`config.mk`:
```
export PLATFORM = sky130hd
export DESIGN_NAME = spi_upload
export DESIGN_NICKNAME = d
export VERILOG_FILES = /design/src/rtl/spi_upload_pkg.sv /design/src/rtl/spi_upload_rom.sv /design/src/rtl/spi_upload.sv
export SDC_FILE = /design/constraint.sdc
export NUM_CORES = 1
export LEC_CHECK = 0
export BUFFER_PORTS_ARGS = -buffer_cell sky130_fd_sc_hd__buf_4
export CAP_MARGIN = 20
export CORE_MARGIN = 2
export CORE_UTILIZATION = 50
export CTS_CLUSTER_SIZE = 16
export DETAILED_ROUTE_END_ITERATION = 7
export GPL_ROUTABILITY_DRIVEN = 0
export PLACE_DENSITY = 0.68
export SYNTH_ARGS = -nofsm -noshare
export SYNTH_HDL_FRONTEND = slang
export SYNTH_HIERARCHICAL = 1
export SYNTH_SLANG_ARGS = --single-unit
```
`constraint.sdc`:
```
create_clock -name clock_20 -period 2.7 [get_ports clock_20]
set_input_delay 0.27 -clock clock_20 [delete_from_list [all_inputs] [get_ports clock_20]]
set_output_delay 0.27 -clock clock_20 [all_outputs]
set_load 0.005 [all_outputs]
```
`src/rtl/spi_upload_pkg.sv`:
```
// Shared types, default parameters and the register ROM table for spi_upload.
// The optional done output is controlled by the SPI_UPLOAD_DONE_EN macro.
package spi_upload_pkg;

    localparam int FRAME_W_DEF = 16;
    localparam int CLK_DIV_DEF = 4;
    localparam int GAP_CYC_DEF = 4;

    // Leading bit of every frame marks the transfer as a register write.
    localparam logic WR_BIT = 1'b1;

    typedef enum logic [1:0] {
        S_IDLE  = 2'd0,
        S_SETUP = 2'd1,
        S_SHIFT = 2'd2,
        S_GAP   = 2'd3
    } state_t;

    // Default register contents: upper nibble 5, lower nibble = register index.
    localparam logic [7:0] ROM_TABLE [16] = '{
        8'h50, 8'h51, 8'h52, 8'h53, 8'h54, 8'h55, 8'h56, 8'h57,
        8'h58, 8'h59, 8'h5A, 8'h5B, 8'h5C, 8'h5D, 8'h5E, 8'h5F
    };

    // Frame layout: write bit, 7-bit address (the register index), 8-bit data.
    function automatic logic [15:0] build_frame(input logic [3:0] i, input logic [7:0] d);
        return {WR_BIT, 3'b000, i, d};
    endfunction

endpackage

```
`src/rtl/spi_upload_rom.sv`:
```
// Combinational register-data lookup from the package ROM table.
module spi_reg_rom
    import spi_upload_pkg::*;
(
    input  logic [3:0] idx,
    output logic [7:0] data
);

    // Pure table lookup; no state.
    always_comb begin
        data = ROM_TABLE[idx];
    end

endmodule

```
`src/rtl/spi_upload.sv`:
```
// SPI register uploader: on a start rising edge, shifts nrg register frames
// out MSB first, each framed by spi_en and separated by a fixed idle gap.
// Define SPI_UPLOAD_DONE_EN to add a one-cycle done pulse at upload end.
//
// Handshake: start is a level request; only a 0->1 transition seen while
// IDLE launches an upload, and nrg is sampled only on that same edge.
module spi_upload
    import spi_upload_pkg::*;
#(
    parameter int FRAME_W = FRAME_W_DEF,
    parameter int CLK_DIV = CLK_DIV_DEF,
    parameter int GAP_CYC = GAP_CYC_DEF
) (
    input  logic       clock_20,
    input  logic       reset_n,
    input  logic       start,
    input  logic [3:0] nrg,
    output logic       spi_clk,
    output logic       spi_en,
    output logic       spi_dat,
    output logic [1:0] dbg_state
`ifdef SPI_UPLOAD_DONE_EN
    ,
    output logic       done
`endif
);

    localparam int HALF    = CLK_DIV / 2;
    localparam int CNT_MAX = (CLK_DIV > GAP_CYC) ? CLK_DIV : GAP_CYC;
    localparam int CNT_W   = $clog2(CNT_MAX + 1);
    localparam int BIT_W   = $clog2(FRAME_W);

    state_t             state;
    logic [CNT_W-1:0]   cyc_cnt;
    logic [BIT_W-1:0]   bit_cnt;
    logic [3:0]         idx;
    logic [3:0]         cnt_total;
    logic               start_q;
    logic               armed;
    logic               start_rise;

    logic [3:0]         rom_idx;
    logic [7:0]         rom_data;
    logic [FRAME_W-1:0] frame_word;
    logic [BIT_W-1:0]   next_pos;
    logic               next_bit;
    logic               gap_end;
    logic               more_frames;

    spi_reg_rom u_rom (
        .idx  (rom_idx),
        .data (rom_data)
    );

    assign dbg_state = state;

    // Start edge detection; armed blocks a trigger on the first clock after
    // reset so a start already held high at release is not taken as an edge.
    always_ff @(posedge clock_20 or negedge reset_n) begin
        if (!reset_n) begin
            start_q <= 1'b0;
            armed   <= 1'b0;
        end else begin
            start_q <= start;
            armed   <= 1'b1;
        end
    end

    // Frame word selection: in GAP the next frame is looked up so its MSB
    // is ready on the GAP->SETUP transition; IDLE always prepares frame 0.
    always_comb begin
        start_rise  = start & ~start_q & armed;
        rom_idx     = idx;
        if (state == S_IDLE) begin
            rom_idx = 4'd0;
        end else if (state == S_GAP) begin
            rom_idx = idx + 4'd1;
        end
        frame_word  = FRAME_W'(build_frame(rom_idx, rom_data));
        next_pos    = BIT_W'(FRAME_W - 2) - bit_cnt;
        next_bit    = (bit_cnt == BIT_W'(FRAME_W - 1)) ? 1'b0 : frame_word[next_pos];
        gap_end     = (state == S_GAP) && (cyc_cnt == CNT_W'(GAP_CYC - 1));
        more_frames = ({1'b0, idx} + 5'd1) < {1'b0, cnt_total};
    end

    // Main FSM; outputs are registered alongside the state they belong to.
    always_ff @(posedge clock_20 or negedge reset_n) begin
        if (!reset_n) begin
            state     <= S_IDLE;
            cyc_cnt   <= '0;
            bit_cnt   <= '0;
            idx       <= 4'd0;
            cnt_total <= 4'd0;
            spi_clk   <= 1'b0;
            spi_en    <= 1'b0;
            spi_dat   <= 1'b0;
        end else begin
            case (state)
                S_IDLE: begin
                    spi_clk <= 1'b0;
                    spi_en  <= 1'b0;
                    spi_dat <= 1'b0;
                    if (start_rise) begin
                        cnt_total <= nrg;
                        idx       <= 4'd0;
                        cyc_cnt   <= '0;
                        bit_cnt   <= '0;
                        if (nrg != 4'd0) begin
                            state   <= S_SETUP;
                            spi_en  <= 1'b1;
                            spi_dat <= frame_word[FRAME_W-1];
                        end
                    end
                end

                S_SETUP: begin
                    if (cyc_cnt == CNT_W'(HALF - 1)) begin
                        state   <= S_SHIFT;
                        cyc_cnt <= '0;
                        bit_cnt <= '0;
                        spi_clk <= 1'b1;
                    end else begin
                        cyc_cnt <= cyc_cnt + 1'b1;
                    end
                end

                S_SHIFT: begin
                    if (cyc_cnt == CNT_W'(HALF - 1)) begin
                        // Falling edge: present the following bit.
                        spi_clk <= 1'b0;
                        spi_dat <= next_bit;
                        cyc_cnt <= cyc_cnt + 1'b1;
                    end else if (cyc_cnt == CNT_W'(CLK_DIV - 1)) begin
                        cyc_cnt <= '0;
                        if (bit_cnt == BIT_W'(FRAME_W - 1)) begin
                            state   <= S_GAP;
                            spi_en  <= 1'b0;
                            spi_dat <= 1'b0;
                            spi_clk <= 1'b0;
                        end else begin
                            bit_cnt <= bit_cnt + 1'b1;
                            spi_clk <= 1'b1;
                        end
                    end else begin
                        cyc_cnt <= cyc_cnt + 1'b1;
                    end
                end

                S_GAP: begin
                    if (gap_end) begin
                        cyc_cnt <= '0;
                        idx     <= idx + 4'd1;
                        if (more_frames) begin
                            state   <= S_SETUP;
                            spi_en  <= 1'b1;
                            spi_dat <= frame_word[FRAME_W-1];
                        end else begin
                            state <= S_IDLE;
                        end
                    end else begin
                        cyc_cnt <= cyc_cnt + 1'b1;
                    end
                end

                default: begin
                    state <= S_IDLE;
                end
            endcase
        end
    end

`ifdef SPI_UPLOAD_DONE_EN
    // One-cycle completion pulse: end of the last gap, or immediately for nrg==0.
    always_ff @(posedge clock_20 or negedge reset_n) begin
        if (!reset_n) begin
            done <= 1'b0;
        end else begin
            done <= ((state == S_IDLE) && start_rise && (nrg == 4'd0)) ||
                    (gap_end && !more_frames);
        end
    end
`endif

endmodule

```
Yosys cells after proc, flatten, opt, wreduce, memory -nomap -nowiden --
Memory sizes are Yosys's and may differ from the RTL's. Index checks and enable logic that the tools add are counted.
Cells by class: $add $sub $neg 5, $lt $le $gt $ge 3, equality and inequality tests 17, muxes and demuxes 45, bitwise gates (word level) 4, reductions and logical operators 13
Operators by type and width (count):
- $mux W4 | 8
- $mux W8 | 2
- $ne A2 B2 Y1 const B | 8
- $mux W1 | 15
- $mux W3 | 5
- $mux W2 | 7
- $pmux W3 S4 | 1
- $pmux W4 S3 | 1
- $reduce_and A6 Y1 | 2
- $pmux W1 S3 | 3
- $add A4 B1 Y4 const B | 2
- $pmux W2 S4 | 1
- $pmux W4 S2 | 1
- $reduce_and A7 Y1 | 1
- $ne A3 B3 Y1 const B | 2
- $reduce_and A3 Y1 | 2
- $reduce_bool A3 Y1 | 2
- $add A4 B1 Y5 const B | 1
- $ge A5 B5 Y1 const B | 1
- $lt A4 B5 Y1 const B | 1
- $lt A5 B4 Y1 | 1
- $not A4 Y5 | 1
- $reduce_and A5 Y1 | 1
- $bmux W1 S4 | 1
- 15 further kinds | 17
Word-level totals: flip-flop bits (word level) 22, bits in read-only memories 128, input port bits 7, output and inout bits 5, word-level logic and storage cells 98, memories kept 1
Memories:
- (no name shown) | depth 16, bits a word 8, read ports 1, clocked after Yosys merged registers in 0, wr ports 0, line spi_upload_rom.sv:11 | data = ROM_TABLE[idx];

Longest topological paths before layout --
depth after elaboration 12, mapped depth 11, gate-level depth less buffers 9

Hierarchy --
The synthesis kept the hierarchy.
By module, submodules not included:
- spi_upload | instances 1, cells an instance 172, area an instance 1592.8 µm², seq. area each 550.5 µm²
- spi_reg_rom | instances 1, cells an instance 10, area an instance 67.6 µm², seq. area each 0.0 µm²

Worst setup path before layout --
No wires, ideal clock.
path kind register -> register, start register state[0] (netlist: dbg_state[0]), end register spi_dat, library setup time 0.131 ns, data arrival time 2.241 ns, required time 2.569 ns, slack 0.328 ns, cell stages (with the launch flop) 11, buffers on the path 2, period minus slack after synthesis 2.372 ns, cells stage by stage dfrtp_1 > inv_1 > ha_1 > clkbuf_1 > nor2_1 > buf_4 > mux4_2 > nor2b_1 > a211oi_1 > a311o_1 > a31oi_1
On the way: longest elaborated chain between the ends 12, elaborated cells between the ends (all ways) 21, classes of those cells eq/ne: 6; mux: 9; bitwise: 1; reduce/logical: 4; memory: 1
Ends and longest elaborated chain:
- start, declared | line spi_upload.sv:33 | state_t state;
- start signal, assigned | line spi_upload.sv:89 | state <= S_IDLE;
- start signal, assigned | line spi_upload.sv:109 | state <= S_SETUP;
- start signal, assigned | line spi_upload.sv:118 | state <= S_SHIFT;
- $eq A2 B2 Y1 | line spi_upload.sv:76 | end else if (state == S_GAP) begin
- $mux W4 | line spi_upload.sv:76
- $mux W4 * | line spi_upload.sv:74 | if (state == S_IDLE) begin
- net rom_idx[1] | line spi_upload.sv:42 | logic [3:0] rom_idx;
- $not A4 Y5 (implied by the code) * | line spi_upload_rom.sv:11
- $mem_v2 Z16 W8 *
- $mux W8 (implied by the code) * (2 in a row) | line spi_upload_rom.sv:11
- net rom_data[1] | line spi_upload.sv:43 | logic [7:0] rom_data;
- $bmux W1 S4 * | line spi_upload.sv:81 | next_bit = (bit_cnt == BIT_W'(FRAME_W - 1)) ? 1'b0 : frame_word[next_pos];
- $mux W1 (implied by the code) * | line spi_upload.sv:81
- $mux W1 * | line spi_upload.sv:81
- $mux W1 * | line spi_upload.sv:128 | if (cyc_cnt == CNT_W'(HALF - 1)) begin
- $pmux W1 S3 * | line spi_upload.sv:98 | case (state)
- end signal, assigned | line spi_upload.sv:111 | spi_dat <= frame_word[FRAME_W-1];
- end signal, assigned | line spi_upload.sv:131 | spi_dat <= next_bit;
- end signal, assigned | line spi_upload.sv:156 | spi_dat <= frame_word[FRAME_W-1];
- end, declared | line spi_upload.sv:20 | output logic spi_dat,
Mark *: on every way through the listed nets, which the timed path passes. The rest lies on a longest branch. The select of a mux whose other input is x is not followed. A chain may end at the register's enable or synchronous reset.

Worst setup path in the final report --
start register state[0] (netlist: dbg_state[0]), end register spi_dat
On the way: longest elaborated chain between the ends 12, elaborated cells between the ends (all ways) 21, classes of those cells eq/ne: 6; mux: 9; bitwise: 1; reduce/logical: 4; memory: 1
Ends and longest elaborated chain (line):
- $eq A2 B2 Y1 | spi_upload.sv:76
- $mux W4 | spi_upload.sv:76
- $mux W4 * | spi_upload.sv:74
- net rom_idx[1] | spi_upload.sv:42
- $not A4 Y5 (implied by the code) | spi_upload_rom.sv:11
- $mem_v2 Z16 W8
- $mux W8 (implied by the code) (2 in a row) | spi_upload_rom.sv:11
- $bmux W1 S4 * | spi_upload.sv:81
- $mux W1 (implied by the code) * | spi_upload.sv:81
- $mux W1 * | spi_upload.sv:81
- $mux W1 * | spi_upload.sv:128
- $pmux W1 S3 * | spi_upload.sv:98
Marks and branches as above.

==> reports/results.tsv <==
stage	metric	value	unit
power	Sw Share	0.196	
status	status	finished, final reports clean	
logic_synthesis	yosys warns	6	
setup_path	CP startpoint	dbg_state[0]	
logic_synthesis	Post-synth EDFFs	0	
setup_path	Worst Path Required	2.90	ns
finish	Final Cell Area	1780	um^2
grt	vias in the first global route	1249	
clocking	H-tree depth	1	
logic_synthesis	syn avg cell area	9.12	um^2
floorplan	die width	61.6	um
sta	max-slew violations	0	
sta	Final Hold Fails	0	
routing	DR vias	1301	
routing	1st-iter DRT viols	113	
routing	DRT Pass-1 Iters	4	
sta	Tcrit/Tclk final	0.902	
finish	Final Core Density	0.574	
setup_path	startpoint types	flop	
placed_design	Place WS	0.227	ns
setup_path	CP max FO	15	
grt	Global Route met3 Usage	0.0357	
sta	RSZ-0062 raised after global routing	no	
finish	# diodes	0	
setup_path	WS Path Type	reg2reg	
hold_path	Hold Path Origin	start	
routing	vias per inst	5.66	
grt	first-pass GRT wire length	5640	um
sta	Worst Slack Setup Final	0.264	ns
routing	DR WL/cell	14.5	um
logic_synthesis	top_reg_cell synth	dfrtp_1	
floorplan	# IOs	12	
grt	largest net degree at the start of global routing	23	
finish	share of cells above drive strength 1	0.124	
power	total power divided by cell area	342	nW/um^2
setup_path	r2r startpoint	dbg_state[0]	
floorplan	Initial Utilization	0.535	
sta	setup TNS	0	ns
power	internal cell power	0.490	mW
setup_path	end of the critical path	spi_dat	
logic_synthesis	register area share after synthesis	0.332	
power	Logic pwr share	0.031	
sta	FMAX	0.411	GHz
power	power share of the sequential group	0.544	
clocking	clock buffer depth	2	
finish	Synth-to-Final Area Change	7.31	%
grt	Most Crowded Layer GR	met2	
setup_path	Worst R2R Path Depth	8	
power	leakage	0.814	nW
floorplan	Die Y	61.6	um
hold_path	worst hold path class	in2reg	
finish	final-stage net count	209	
clocking	Clock Sinks	22	
setup_path	type of destination of the critical path	flop	
routing	post-route ant nets	0	
logic_synthesis	top post-synthesis cells by area	dfrtp_1, ha_1, nand2_1	
sta	Final Setup Violations	0	
logic_synthesis	Post-synth ARST share	1.00	
setup_path	critical path arrival	2.63	ns
clocking	clk_lat worst skew	0.32	ns
grt	Total GRT Usage	0.203	
clocking	CTS buffer count	3	
setup_path	setup slack, reg-to-reg	0.26	ns
logic_synthesis	Synth area leader	dfrtp_1	
clocking	root buffer cell	clkbuf_4	
sta	WHS	0.0598	ns
grt	antenna violations before repair	0	
clocking	Reg clk slew, reported paths	0.14	ns
finish	fillers	312	
sta	Worst slew margin	0.577	
routing	drt total wl	3340	um
logic_synthesis	post-synth top area share	0.332	
logic_synthesis	Yosys reg bits	22	
sta	Slew @ Worst Pin	0.629	ns
clocking	CTS tree	done	
power	Max VDD drop	0.000246	V
grt	grt met1 use	0.263	
floorplan	DIE AREA	3800	um^2
power	clock power share	0.424	
routing	DRC	0	
power	Net Switching	0.119	mW
sta	clock skew	0.0162	ns
setup_path	reg2reg end	spi_dat	
floorplan	Placeable Area	3100	um^2
sta	fin crit period	2.44	ns
logic_synthesis	number of distinct library cells after synthesis	48	
run	MaxCap Viol Count	0	
grt	GR Util met2	0.320	
floorplan	Row Count	20	
placed_design	Post-DP HPWL	2480	um
logic_synthesis	synthesized netlist cell count	182	
logic_synthesis	Syn Std Cell Area	1660	um^2
placed_design	I/O Buffers	11	
placed_design	Post-Place Cell Area	1720	um^2
grt	GRT Residual Overflow	0	
[per-stage QoR]
stage,std cells,total power [mW]
5_1_grt,230,0.633
6_report,230,0.609
2_1_floorplan,184,0.345
3_5_place_dp,225,0.356
4_1_cts,230,0.613
3_3_place_gp,225,0.356
[worst max-delay path: stages, from the launching register on]
cell	delay, ns
dfrtp_1	0.48
inv_1	0.15
ha_1	0.52
nor2_1	0.10
mux4_2	0.47
nor2b_1	0.14
a211oi_1	0.24
a311o_1	0.15
a31oi_1	0.08
[logic make-up (layout without fill, tap and decap cells)]
logic type | Yosys count | after routing | share of synthesized area
buf+inv | 27 | 29 | 0.0852
fa+ha+maj | 15 | 15 | 0.113
simple gates | 52 | 52 | 0.170
flops | 22 | 22 | 0.332
compound gates | 48 | 48 | 0.187
other cells | 3 | 5 | 0.00678
mux | 10 | 10 | 0.0799
xor+xnor | 5 | 5 | 0.0264
[power by group through the flow]
stage,clock (mW),sequential (mW),combinational [mW]
floorplan,0,0.338,0.00767
global placement,0,0.338,0.0180
detailed placement,0,0.338,0.0186
CTS,0.262,0.331,0.0198
global route,0.280,0.332,0.0220
finish,0.258,0.331,0.0191
[area by class of cell]
class	instances	area, um^2	area share
Clock inverter	1	30.0	0.0169
Timing Repair Buffer	13	100	0.0562
Clock buffer	3	22.5	0.0126
Sequential cell	22	551	0.309
Inverter	12	45.0	0.0253
Tap cell	44	55.1	0.0309
Multi-Input combinational cell	135	978	0.549
[layout by cell type (no fill, tap or decap), types with 2 or more instances in the layout]
master    count
a31oi_1       3
nand3_1       7
a21bo_1       2
o31ai_1       3
clkbuf_4      3
nor2_1        6
mux2i_1       2
nand2_1      19
mux4_2        2
xor2_1        3
dfrtp_1      22
buf_4        12
ha_1         14
a22oi_1       2
mux2_1        6
conb_1        5
nand2b_1      4
a211oi_1      2
a21oi_1       9
o21ai_0       3
nor3_1        2
inv_1        12
xnor2_1       2
nand3b_1      3
o21ai_1      14
[state kept, by name (all words and copies together) (netlist names)]
register,flops
cyc_cnt,3
dbg_state,2
armed,1
spi_clk,1
spi_dat,1
start_q,1
idx,4
cnt_total,4
bit_cnt,4
spi_en,1
[synthesized netlist by cell type (all sizes together) (2+ instances only)]
library cell and count:
a21bo 2, nand2b 4, buf 11, a211oi 3, o21ai 17, xnor2 2
conb 3, inv 12, nor2 6, mux4 2, mux2i 2, dfrtp 22
o31ai 3, clkbuf 4, nand2 19, nand3 7, ha 15, a31oi 3
a21oi 9, nor3 2, mux2 6, nand3b 3, xor2 3, a22oi 2
[per-layer routing]
layer,vias to the layer above,routed length (um)
li1,641,-
met1,621,1500
met2,29,1640
met3,10,122
met4,0,76
met5,-,0
[timing repair]
item,CTS,global route
hold buffers,1,0
endpoints found under the setup margin,0,1
buffers inserted,0,0
hold endpoints to repair,22,0
gates resized for setup,0,1
[worst min-delay path by stage]
stage | endpoint | slack (ns) | cells past startpoint
6_report | start_q | 0.06 | 1
3_5_place_dp | bit_cnt[1] | 0.18 | 1
4_1_cts | start_q | 0.05 | 1
2_1_floorplan | armed | -0.03 | 0
5_1_grt | start_q | 0.03 | 1
3_3_place_gp | bit_cnt[2] | 0.17 | 1
Note: power is estimated with default switching activity, not from simulation.
